--- src/rtl/div_share_sched_if.sv ---
// Requester-side bundle for the shared divider: level requests, operand buses,
// and the grant/done/result signals returned to the winning requester.
interface div_share_sched_if #(
    parameter int W    = 10,
    parameter int FRAC = 8
);
    logic [2:0]      req;
    logic [3*W-1:0]  dividend_bus;
    logic [3*W-1:0]  divisor_bus;
    logic [2:0]      grant;
    logic [2:0]      done;
    logic            busy;
    logic [W-1:0]    quotient;
    logic [FRAC-1:0] fractional;
    logic            div_by_zero;

    modport master (
        output req, dividend_bus, divisor_bus,
        input  grant, done, busy, quotient, fractional, div_by_zero
    );

    modport slave (
        input  req, dividend_bus, divisor_bus,
        output grant, done, busy, quotient, fractional, div_by_zero
    );
endinterface

--- src/rtl/div_share_sched.sv ---
// Round-robin scheduler around one shared restoring divider producing
// floor(dividend * 2^FRAC / divisor) for three HSV-path requesters.
module div_share_sched #(
    parameter int W    = 10,
    parameter int FRAC = 8
) (
    input  logic             clk,
    input  logic             rst,
    input  logic             ce,
    div_share_sched_if.slave bus
);
    localparam int N  = W + FRAC;
    localparam int CW = $clog2(N);

    localparam logic [1:0] IDLE = 2'd0;
    localparam logic [1:0] ITER = 2'd1;
    localparam logic [1:0] DONE = 2'd2;

    logic [1:0]      state_q, state_d;
    logic [1:0]      last_q, last_d;
    logic [1:0]      win_q, win_d;
    logic [CW-1:0]   count_q, count_d;
    logic [W:0]      rem_q, rem_d;
    logic [W-1:0]    divisor_q, divisor_d;
    logic [N-1:0]    bits_q, bits_d;
    logic [2:0]      grant_q, grant_d;
    logic [2:0]      done_q, done_d;
    logic            busy_q, busy_d;
    logic [W-1:0]    quotient_q, quotient_d;
    logic [FRAC-1:0] fractional_q, fractional_d;
    logic            div_by_zero_q, div_by_zero_d;

    logic [1:0]      pick;
    logic            pick_vld;
    logic [1:0]      idx;
    logic [W-1:0]    cap_divisor;
    logic [W+1:0]    rem_sh;
    logic            rem_ge;

    // Round-robin: the lowest offset from last+1 wins, so scan offsets downward.
    always_comb begin
        pick     = 2'd0;
        pick_vld = 1'b0;
        idx      = 2'd0;
        for (int k = 3; k >= 1; k--) begin
            idx = 2'((int'(last_q) + k) % 3);
            if (bus.req[idx]) begin
                pick     = idx;
                pick_vld = 1'b1;
            end
        end
    end

    // The shifted remainder can reach 2*divisor-1, so the compare is done one bit wider.
    always_comb begin
        rem_sh = {rem_q, bits_q[N-1]};
        rem_ge = (rem_sh >= (W+2)'(divisor_q));
    end

    always_comb begin
        // NOTE: every _d starts from its _q so no path through the case leaves a
        // signal unassigned; that is what keeps this block free of latches.
        state_d       = state_q;
        last_d        = last_q;
        win_d         = win_q;
        count_d       = count_q;
        rem_d         = rem_q;
        divisor_d     = divisor_q;
        bits_d        = bits_q;
        grant_d       = grant_q;
        done_d        = done_q;
        busy_d        = busy_q;
        quotient_d    = quotient_q;
        fractional_d  = fractional_q;
        div_by_zero_d = div_by_zero_q;
        cap_divisor   = bus.divisor_bus[int'(pick)*W +: W];

        if (ce) begin
            grant_d = 3'b000;
            done_d  = 3'b000;
            case (state_q)
                IDLE: begin
                    // The cycle showing done is skipped so the finishing requester can drop req.
                    if (pick_vld && (done_q == 3'b000)) begin
                        win_d     = pick;
                        divisor_d = cap_divisor;
                        bits_d    = {bus.dividend_bus[int'(pick)*W +: W], {FRAC{1'b0}}};
                        rem_d     = '0;
                        count_d   = '0;
                        grant_d   = 3'b001 << pick;
                        busy_d    = 1'b1;
                        state_d   = (cap_divisor == '0) ? DONE : ITER;
                    end
                end
                ITER: begin
                    // Quotient bits shift in at the bottom as stream bits leave the top.
                    rem_d   = rem_ge ? (W+1)'(rem_sh - (W+2)'(divisor_q)) : rem_sh[W:0];
                    bits_d  = {bits_q[N-2:0], rem_ge};
                    count_d = count_q + 1'b1;
                    if (count_q == CW'(N-1)) begin
                        state_d = DONE;
                    end
                end
                DONE: begin
                    done_d  = 3'b001 << win_q;
                    busy_d  = 1'b0;
                    last_d  = win_q;
                    state_d = IDLE;
                    if (divisor_q == '0) begin
                        quotient_d    = '1;
                        fractional_d  = '1;
                        div_by_zero_d = 1'b1;
                    end else begin
                        quotient_d    = bits_q[N-1:FRAC];
                        fractional_d  = bits_q[FRAC-1:0];
                        div_by_zero_d = 1'b0;
                    end
                end
                default: state_d = IDLE;
            endcase
        end
    end

    // NOTE: state registers use non-blocking assignments so every flop samples
    // the pre-edge values regardless of statement order.
    always_ff @(posedge clk or posedge rst) begin
        if (rst) begin
            state_q       <= IDLE;
            last_q        <= 2'd2;
            win_q         <= 2'd0;
            count_q       <= '0;
            rem_q         <= '0;
            divisor_q     <= '0;
            bits_q        <= '0;
            grant_q       <= 3'b000;
            done_q        <= 3'b000;
            busy_q        <= 1'b0;
            quotient_q    <= '0;
            fractional_q  <= '0;
            div_by_zero_q <= 1'b0;
        end else begin
            state_q       <= state_d;
            last_q        <= last_d;
            win_q         <= win_d;
            count_q       <= count_d;
            rem_q         <= rem_d;
            divisor_q     <= divisor_d;
            bits_q        <= bits_d;
            grant_q       <= grant_d;
            done_q        <= done_d;
            busy_q        <= busy_d;
            quotient_q    <= quotient_d;
            fractional_q  <= fractional_d;
            div_by_zero_q <= div_by_zero_d;
        end
    end

    assign bus.grant       = grant_q;
    assign bus.done        = done_q;
    assign bus.busy        = busy_q;
    assign bus.quotient    = quotient_q;
    assign bus.fractional  = fractional_q;
    assign bus.div_by_zero = div_by_zero_q;
endmodule

--- src/flat_wrapper.sv ---
// flat-port wrapper written by rule: the top's interface ports become plain ports
module div_share_sched_flat 
#(
    parameter int W    = 10,
    parameter int FRAC = 8
)
  (clk, rst, ce, bus_req, bus_dividend_bus, bus_divisor_bus, bus_grant, bus_done, bus_busy, bus_quotient, bus_fractional, bus_div_by_zero);
  div_share_sched_if #(.W(W), .FRAC(FRAC)) bus_i ();
  input  logic clk;
  input  logic rst;
  input  logic ce;
  input wire logic [$bits(bus_i.req)-1:0] bus_req;
  input wire logic [$bits(bus_i.dividend_bus)-1:0] bus_dividend_bus;
  input wire logic [$bits(bus_i.divisor_bus)-1:0] bus_divisor_bus;
  output wire logic [$bits(bus_i.grant)-1:0] bus_grant;
  output wire logic [$bits(bus_i.done)-1:0] bus_done;
  output wire logic [$bits(bus_i.busy)-1:0] bus_busy;
  output wire logic [$bits(bus_i.quotient)-1:0] bus_quotient;
  output wire logic [$bits(bus_i.fractional)-1:0] bus_fractional;
  output wire logic [$bits(bus_i.div_by_zero)-1:0] bus_div_by_zero;
  assign bus_i.req = bus_req;
  assign bus_i.dividend_bus = bus_dividend_bus;
  assign bus_i.divisor_bus = bus_divisor_bus;
  assign bus_grant = bus_i.grant;
  assign bus_done = bus_i.done;
  assign bus_busy = bus_i.busy;
  assign bus_quotient = bus_i.quotient;
  assign bus_fractional = bus_i.fractional;
  assign bus_div_by_zero = bus_i.div_by_zero;
  div_share_sched #(.W(W), .FRAC(FRAC)) u_core (.clk(clk), .rst(rst), .ce(ce), .bus(bus_i));
endmodule
--- config.mk ---
export PLATFORM = sky130hd
export DESIGN_NAME = div_share_sched_flat
export DESIGN_NICKNAME = d
export VERILOG_FILES = /design/src/rtl/div_share_sched_if.sv /design/src/rtl/div_share_sched.sv /design/src/flat_wrapper.sv
export SDC_FILE = /design/constraint.sdc
export NUM_CORES = 1
export LEC_CHECK = 0
export ABC_AREA = 1
export CAP_MARGIN = 5
export CORE_MARGIN = 3
export CORE_UTILIZATION = 36
export CTS_BUF_LIST = sky130_fd_sc_hd__clkbuf_4 sky130_fd_sc_hd__clkbuf_8
export DETAILED_ROUTE_END_ITERATION = 16
export HOLD_SLACK_MARGIN = 0.15
export SYNTH_ARGS = -nofsm -noshare
export SYNTH_HDL_FRONTEND = slang
export SYNTH_SLANG_ARGS = --single-unit
export TNS_END_PERCENT = 30
--- constraint.sdc ---
create_clock -name clk -period 4.2 [get_ports clk]
set_clock_uncertainty 0.15 [all_clocks]
set_input_delay 1.26 -clock clk [delete_from_list [all_inputs] [get_ports clk]]
set_output_delay 1.26 -clock clk [all_outputs]
set_load 0.05 [all_outputs]
; After elaboration in Yosys (flattened, before gate mapping)
; Index checks and enable logic that the tools add are counted.
[totals]
regBits = 76
input_bits = 66
out_inout_bits = 26
word_cells = 78
[op_classes]
n_addsub = 5
n_mul = 1
n_div = 3
order_cmp = 4
eq_ne = 5
shifts = 4
n_mux = 31
reduce_logical = 12
[op_table]
columns = op, count
row1 = modulo 32 x 3 -> 32 bit (second input constant), 3
row2 = variable part select 30 x 32 -> 10 bit, 2
row3 = one-hot mux 18 bit (2 select lines), 1
row4 = two-way mux 11 bit, 2
row5 = one-hot mux 11 bit (2 select lines), 1
row6 = logical NOT 10 bit, 2
row7 = two-way mux 18 bit, 1
row8 = >= comparator 12 x 10 -> 1 bit, 1
row9 = two-way mux 2 bit, 6
row10 = AND reduction 3 bit, 4
row11 = subtractor 11 x 10 -> 11 bit, 1
row12 = two-way mux 10 bit, 1
row13 = one-hot mux 5 bit (2 select lines), 1
row14 = < comparator 2 x 3 -> 1 bit (second input constant), 3
row15 = two-way mux 3 bit, 3
row16 = two-way mux 1 bit, 8
row17 = two-way mux 8 bit, 1
row18 = adder 2 x 2 -> 3 bit (second input constant), 2
row19 = binary-select mux 1 bit (select 2 bit), 3
row20 = left shift 1 x 2 -> 3 bit (first input constant), 2
row21 = adder 5 x 1 -> 5 bit (second input constant), 1
row22 = equality test 5 bit (second input constant), 1
row23 = multiplier 2 x 3 -> 5 bit (second input constant), 1
row24 = two-way mux 5 bit, 1
row25 = 11 further kinds, 13

; Longest topological paths before layout
[logic_depth]
ltp_word = 13
ltp_mapped = 19

; Least setup slack after synthesis
; No wires, ideal clock.
[synth_timing]
path_kind = input -> register
from = in bus_req[2]
to = reg u_core.bits_q[10]
setup_ns = 0.130
arrival_time_ns = 2.461
required_time_ns = 3.920
path_slack_ns = 1.459
stages = 13
n_path_buf = 2
cell_sequence = inv_1 o21ai_0 nand2_2 nand2_2 clkinv_2 nand2_4 nand2_4 buf_6 buf_4 nor2_1 o211ai_1 o211ai_1 o21ai_0
[synth_between]
elab_chain_cells = 9
word_cells_on_any_way = 19
[synth_lines]
columns = element, line
row1 = start: declaration, flat_wrapper.sv:12  ; input wire logic [$bits(bus_i.req)-1:0] bus_req;
row2 = binary-select mux 1 bit (select 2 bit), div_share_sched.sv:47  ; if (bus.req[idx]) begin
row3 = two-way mux 1 bit (implied by the code), div_share_sched.sv:47
row4 = two-way mux 2 bit (3 in series), div_share_sched.sv:47
row5 = multiplier 2 x 3 -> 5 bit, div_share_sched.sv:87  ; bits_d = {bus.dividend_bus[int'(pick)*W +: W], {FRAC{1'b0}}};
row6 = variable part select 30 x 32 -> 10 bit, div_share_sched.sv:87
row7 = two-way mux 18 bit, div_share_sched.sv:84  ; if (pick_vld && (done_q == 3'b000)) begin
row8 = one-hot mux 18 bit (2 select lines), div_share_sched.sv:81  ; case (state_q)
row9 = end signal: assignment, div_share_sched.sv:148  ; bits_q <= bits_d;
row10 = end: declaration, div_share_sched.sv:25  ; logic [N-1:0] bits_q, bits_d;
; Several ways; a longest one is shown, not always the timed one. The select of a mux whose other input is x is not followed.
; A chain may end at the register's enable or synchronous reset.

; Final worst setup path
[layout_timing]
from = in bus_req[2]
to = reg u_core.bits_q[14]
; The elaborated chain is that of the path after synthesis.

==> flow_summary_export.csv <==
group,metric,value,unit
clock_tree,cts_resized,0,
floorplan,start_util,37.80,%
cells_and_area,postLayoutCellArea,0.005670,sq mm
logic_synthesis,syn-num-nets,664,
place,place_area,0.005468,sq mm
place,portBuffers,91,
power_and_ir_drop,leakage,2.712,nW
logic_synthesis,yosysWarnings,0,
floorplan,num_rows,39,
worst_setup_path,crit_required,4.27,ns
sta,final-setup-viol-count,0,
sta,finalSetupTns,0,ns
logic_synthesis,yosys.area.top_type,"dfrtp_1",
cells_and_area,nets,750,
sta,min_period,3.381,ns
worst_setup_path,cpMostUsedCell,"inv_1",
logic_synthesis,ys_seq_area_share,42.99,%
floorplan,die_x,116.9,um
worst_setup_path,worstPathArrival,3.45,ns
routing,wl_per_cell,14.37,um
cells_and_area,drive_gt1_share,6.548,%
sta,fin_crit_sh,80.50,%
global_route,gr-max-usage-layer,"met2",
routing,wirelength,11710,um
logic_synthesis,async_flop_share,100.0,%
global_route,antenna_found_initial,0,
logic_synthesis,synth_edf_count,0,
global_route,grt_overflow,0,
routing,routed_via_density,5.006,
worst_setup_path,path_buf_inv,4,
sta,slew_headroom,41.82,%
place,dp_hpwl,9050,um
logic_synthesis,yosys.area.top_type_share,42.40,%
routing,dr.pass1.iters,4,
routing,remaining_drc_errors,0,
power_and_ir_drop,powerDensity,910.1,mW/mm^2
cells_and_area,n_antenna_cell,0,
sta,max_slew.worst_pin.slew,0.8647,ns
worst_setup_path,cp_slowest_cell,"clkdlybuf4s50_1",
cells_and_area,syn_to_final_growth,28.09,%
cells_and_area,layout_common_cells,"163 x nand2_1, 91 x clkdlybuf4s50_1, 75 x dfrtp_1, 74 x inv_1, 60 x o21ai_0",
clock_tree,cts_tree,"done",
status,status,"finished clean",
routing,ant_nets,0,
worst_setup_path,critPathMaxFanout,22,
place,place.gp.congestion,0.8242,
floorplan,design.core.area,0.01171,sq mm
worst_setup_path,cp_slowest_stage_delay,0.50,ns
global_route,grt_pass1_vias,4039,
global_route,use_met3,3.239,%
global_route,grt_max_degree,36,
clock_tree,cts_buffers,9,
sta,drv_slew,0,
sta,finalHoldViolations,0,
hold_path,min_path_type,"flip-flop to flip-flop",
cells_and_area,multi_input_area,0.002093,sq mm
sta,fmax,0.2958,GHz
global_route,use_met2,29.77,%
floorplan,die_area,0.01366,sq mm
logic_synthesis,ys_seq_elements,76,
floorplan,die_y,116.9,um
sta,rsz0062_at_grt,"false",
cells_and_area,seq_area,0.001903,sq mm
worst_setup_path,cp_top_family,"buffers and inverters",
cells_and_area,final_common_cell,"nand2_1",
worst_setup_path,cp-start-kind,"primary input",
clock_tree,htreeDepth,3,
logic_synthesis,avgSynthCellArea,7.619,sq um
clock_tree,cts_sinks,76,
logic_synthesis,synthFlopType,"dfrtp_1",
clock_tree,cts-root-buf,"clkbuf_8",
clock_tree,post_cts_buffers,0,
logic_synthesis,netlist_instances,581,
routing,num_vias,4080,
global_route,use_met1,24.84,%
logic_synthesis,synthTopCellsByArea,"dfrtp_1 42%, nand2_1 14%, o21ai_0 6.8%, inv_1 6.4%, o211ai_1 4.7%",
clock_tree,clock_latency,0.36,ns
worst_setup_path,cp_cell_sequence,"clkdlybuf4s50_1 > inv_1 > o21ai_0 > nand2_2 > inv_1 > nand2_2 > nand2_4 > inv_1 > o21ai_0 > o21ai_1 > a21oi_1 > o21ai_1",
floorplan,num_io_pins,92,
clock_tree,clk_pin_slew,0.08,ns
power_and_ir_drop,irDropWorstVdd,0.0005603,V
global_route,grtUsageTotal,18.22,%
logic_synthesis,synth.distinct_cells,41,
worst_setup_path,crit_type,"primary input to flip-flop",
cells_and_area,fillers,1176,
global_route,grt_pass1_wl,19640,um
clock_tree,cts_hold_buffers,0,
worst_setup_path,worstSetupEndpointType,"flip-flop",
job,maxCapViolCount,0,
routing,drtIter0Drc,272,
clock_tree,clockBufferDepth,2,
logic_synthesis,netlist_area,0.004427,sq mm
## sequential cells by signal, indices dropped and copies added (netlist names), 3 cells and up
signal / flops
u_core.bus.grant: 3
u_core.rem_q: 11
u_core.bus.done: 3
u_core.bus.quotient: 10
u_core.divisor_q: 10
u_core.count_q: 5
u_core.bus.fractional: 8
u_core.bits_q: 18
## cell usage after synthesis (2+ instances only)
cell type    n
a21oi_1     18
buf_2        8
buf_4        3
clkbuf_1     9
dfrtp_1     75
ha_1        16
inv_1       75
inv_2        7
nand2_1    163
nand2_2      5
nand2_4      2
nand3_1     24
nand3_2      2
nand3b_1     4
nand4_1      5
nor2_1      31
nor3_1       3
nor3_2       2
o211ai_1    28
o21ai_0     60
o21ai_1      4
o21bai_1     2
o22ai_1     11
o31ai_1      2
xnor2_1      2
xor2_1       5
## kinds of logic (layout without fill, tap and decap cells)
logic type      count (synthesis)  count (layout)  share of synthesized area (%)
simple gates                  243             243                          23.32
xor+xnor                        7               7                          1.385
fa+ha+maj                      17              17                          4.975
flops                          76              76                          42.99
mux                             1               1                         0.2261
compound gates                130             130                          17.24
buf+inv                       107             198                          9.864
## worst min-delay path: stages, from the launching register on
cell and delay, ns:
dfrtp_1 0.35, nand2_1 0.05, nand2_1 0.06
## stage by stage
stage | total power (W) | utilization, % | setup WS (ns) | std cells | hold slack (ns)
2_1_floorplan | 0.003812 | - | 0.8533 | 581 | 0.3097
3_3_place_gp | 0.004539 | 46.69 | 0.5491 | 799 | 0.3170
3_5_place_dp | 0.004590 | 46.69 | 0.4615 | 799 | 0.3257
4_1_cts | 0.005189 | 48.42 | 0.8348 | 815 | 0.3464
5_1_grt | 0.005700 | 48.42 | 0.5465 | 815 | 0.3729
6_report | 0.005161 | 48.42 | 0.8191 | 815 | 0.3425
## worst paths after layout
kind | start | to | slack (ns) | cells past startpoint
max | bus_req[2] | u_core.bits_q[14] | 0.82 | 12
min | u_core.bus.quotient[8] | u_core.bus.quotient[8] | 0.34 | 2
max reg2reg | u_core.bits_q[17] | u_core.rem_q[10] | 1.13 | 14
min reg2reg | u_core.bus.quotient[8] | u_core.bus.quotient[8] | 0.34 | 2
max in group asynchronous | rst | u_core.last_q[1] | 2.00 | 3
min in group asynchronous | rst | u_core.bus.fractional[0] | 1.20 | 2
## power breakdown
part / switching [W] / total, W / leakage [nW] / internal [W]
registers: 0.000208 / 0.00127 / 0.959 / 0.00106
logic: 0.00220 / 0.00332 / 1.65 / 0.00112
clock network: 0.000270 / 0.000573 / 0.0994 / 0.000303
## area by class of cell
cell class,instances,share of cell area [%]
flip-flops and latches,76,33.56
clock inverters,4,0.8826
well taps,143,3.155
clock buffers,12,2.692
repair buffers,98,17.21
inverters,84,5.583
multi-input cells,398,36.92
## metal layers
metal | share of wire [%] | up-vias
li1 | - | 2070
met1 | 47 | 1932
met2 | 49 | 63
met3 | 2.7 | 15
met4 | 1.4 | 0
met5 | 0 | -
Note: power is estimated with default switching activity, not from simulation.
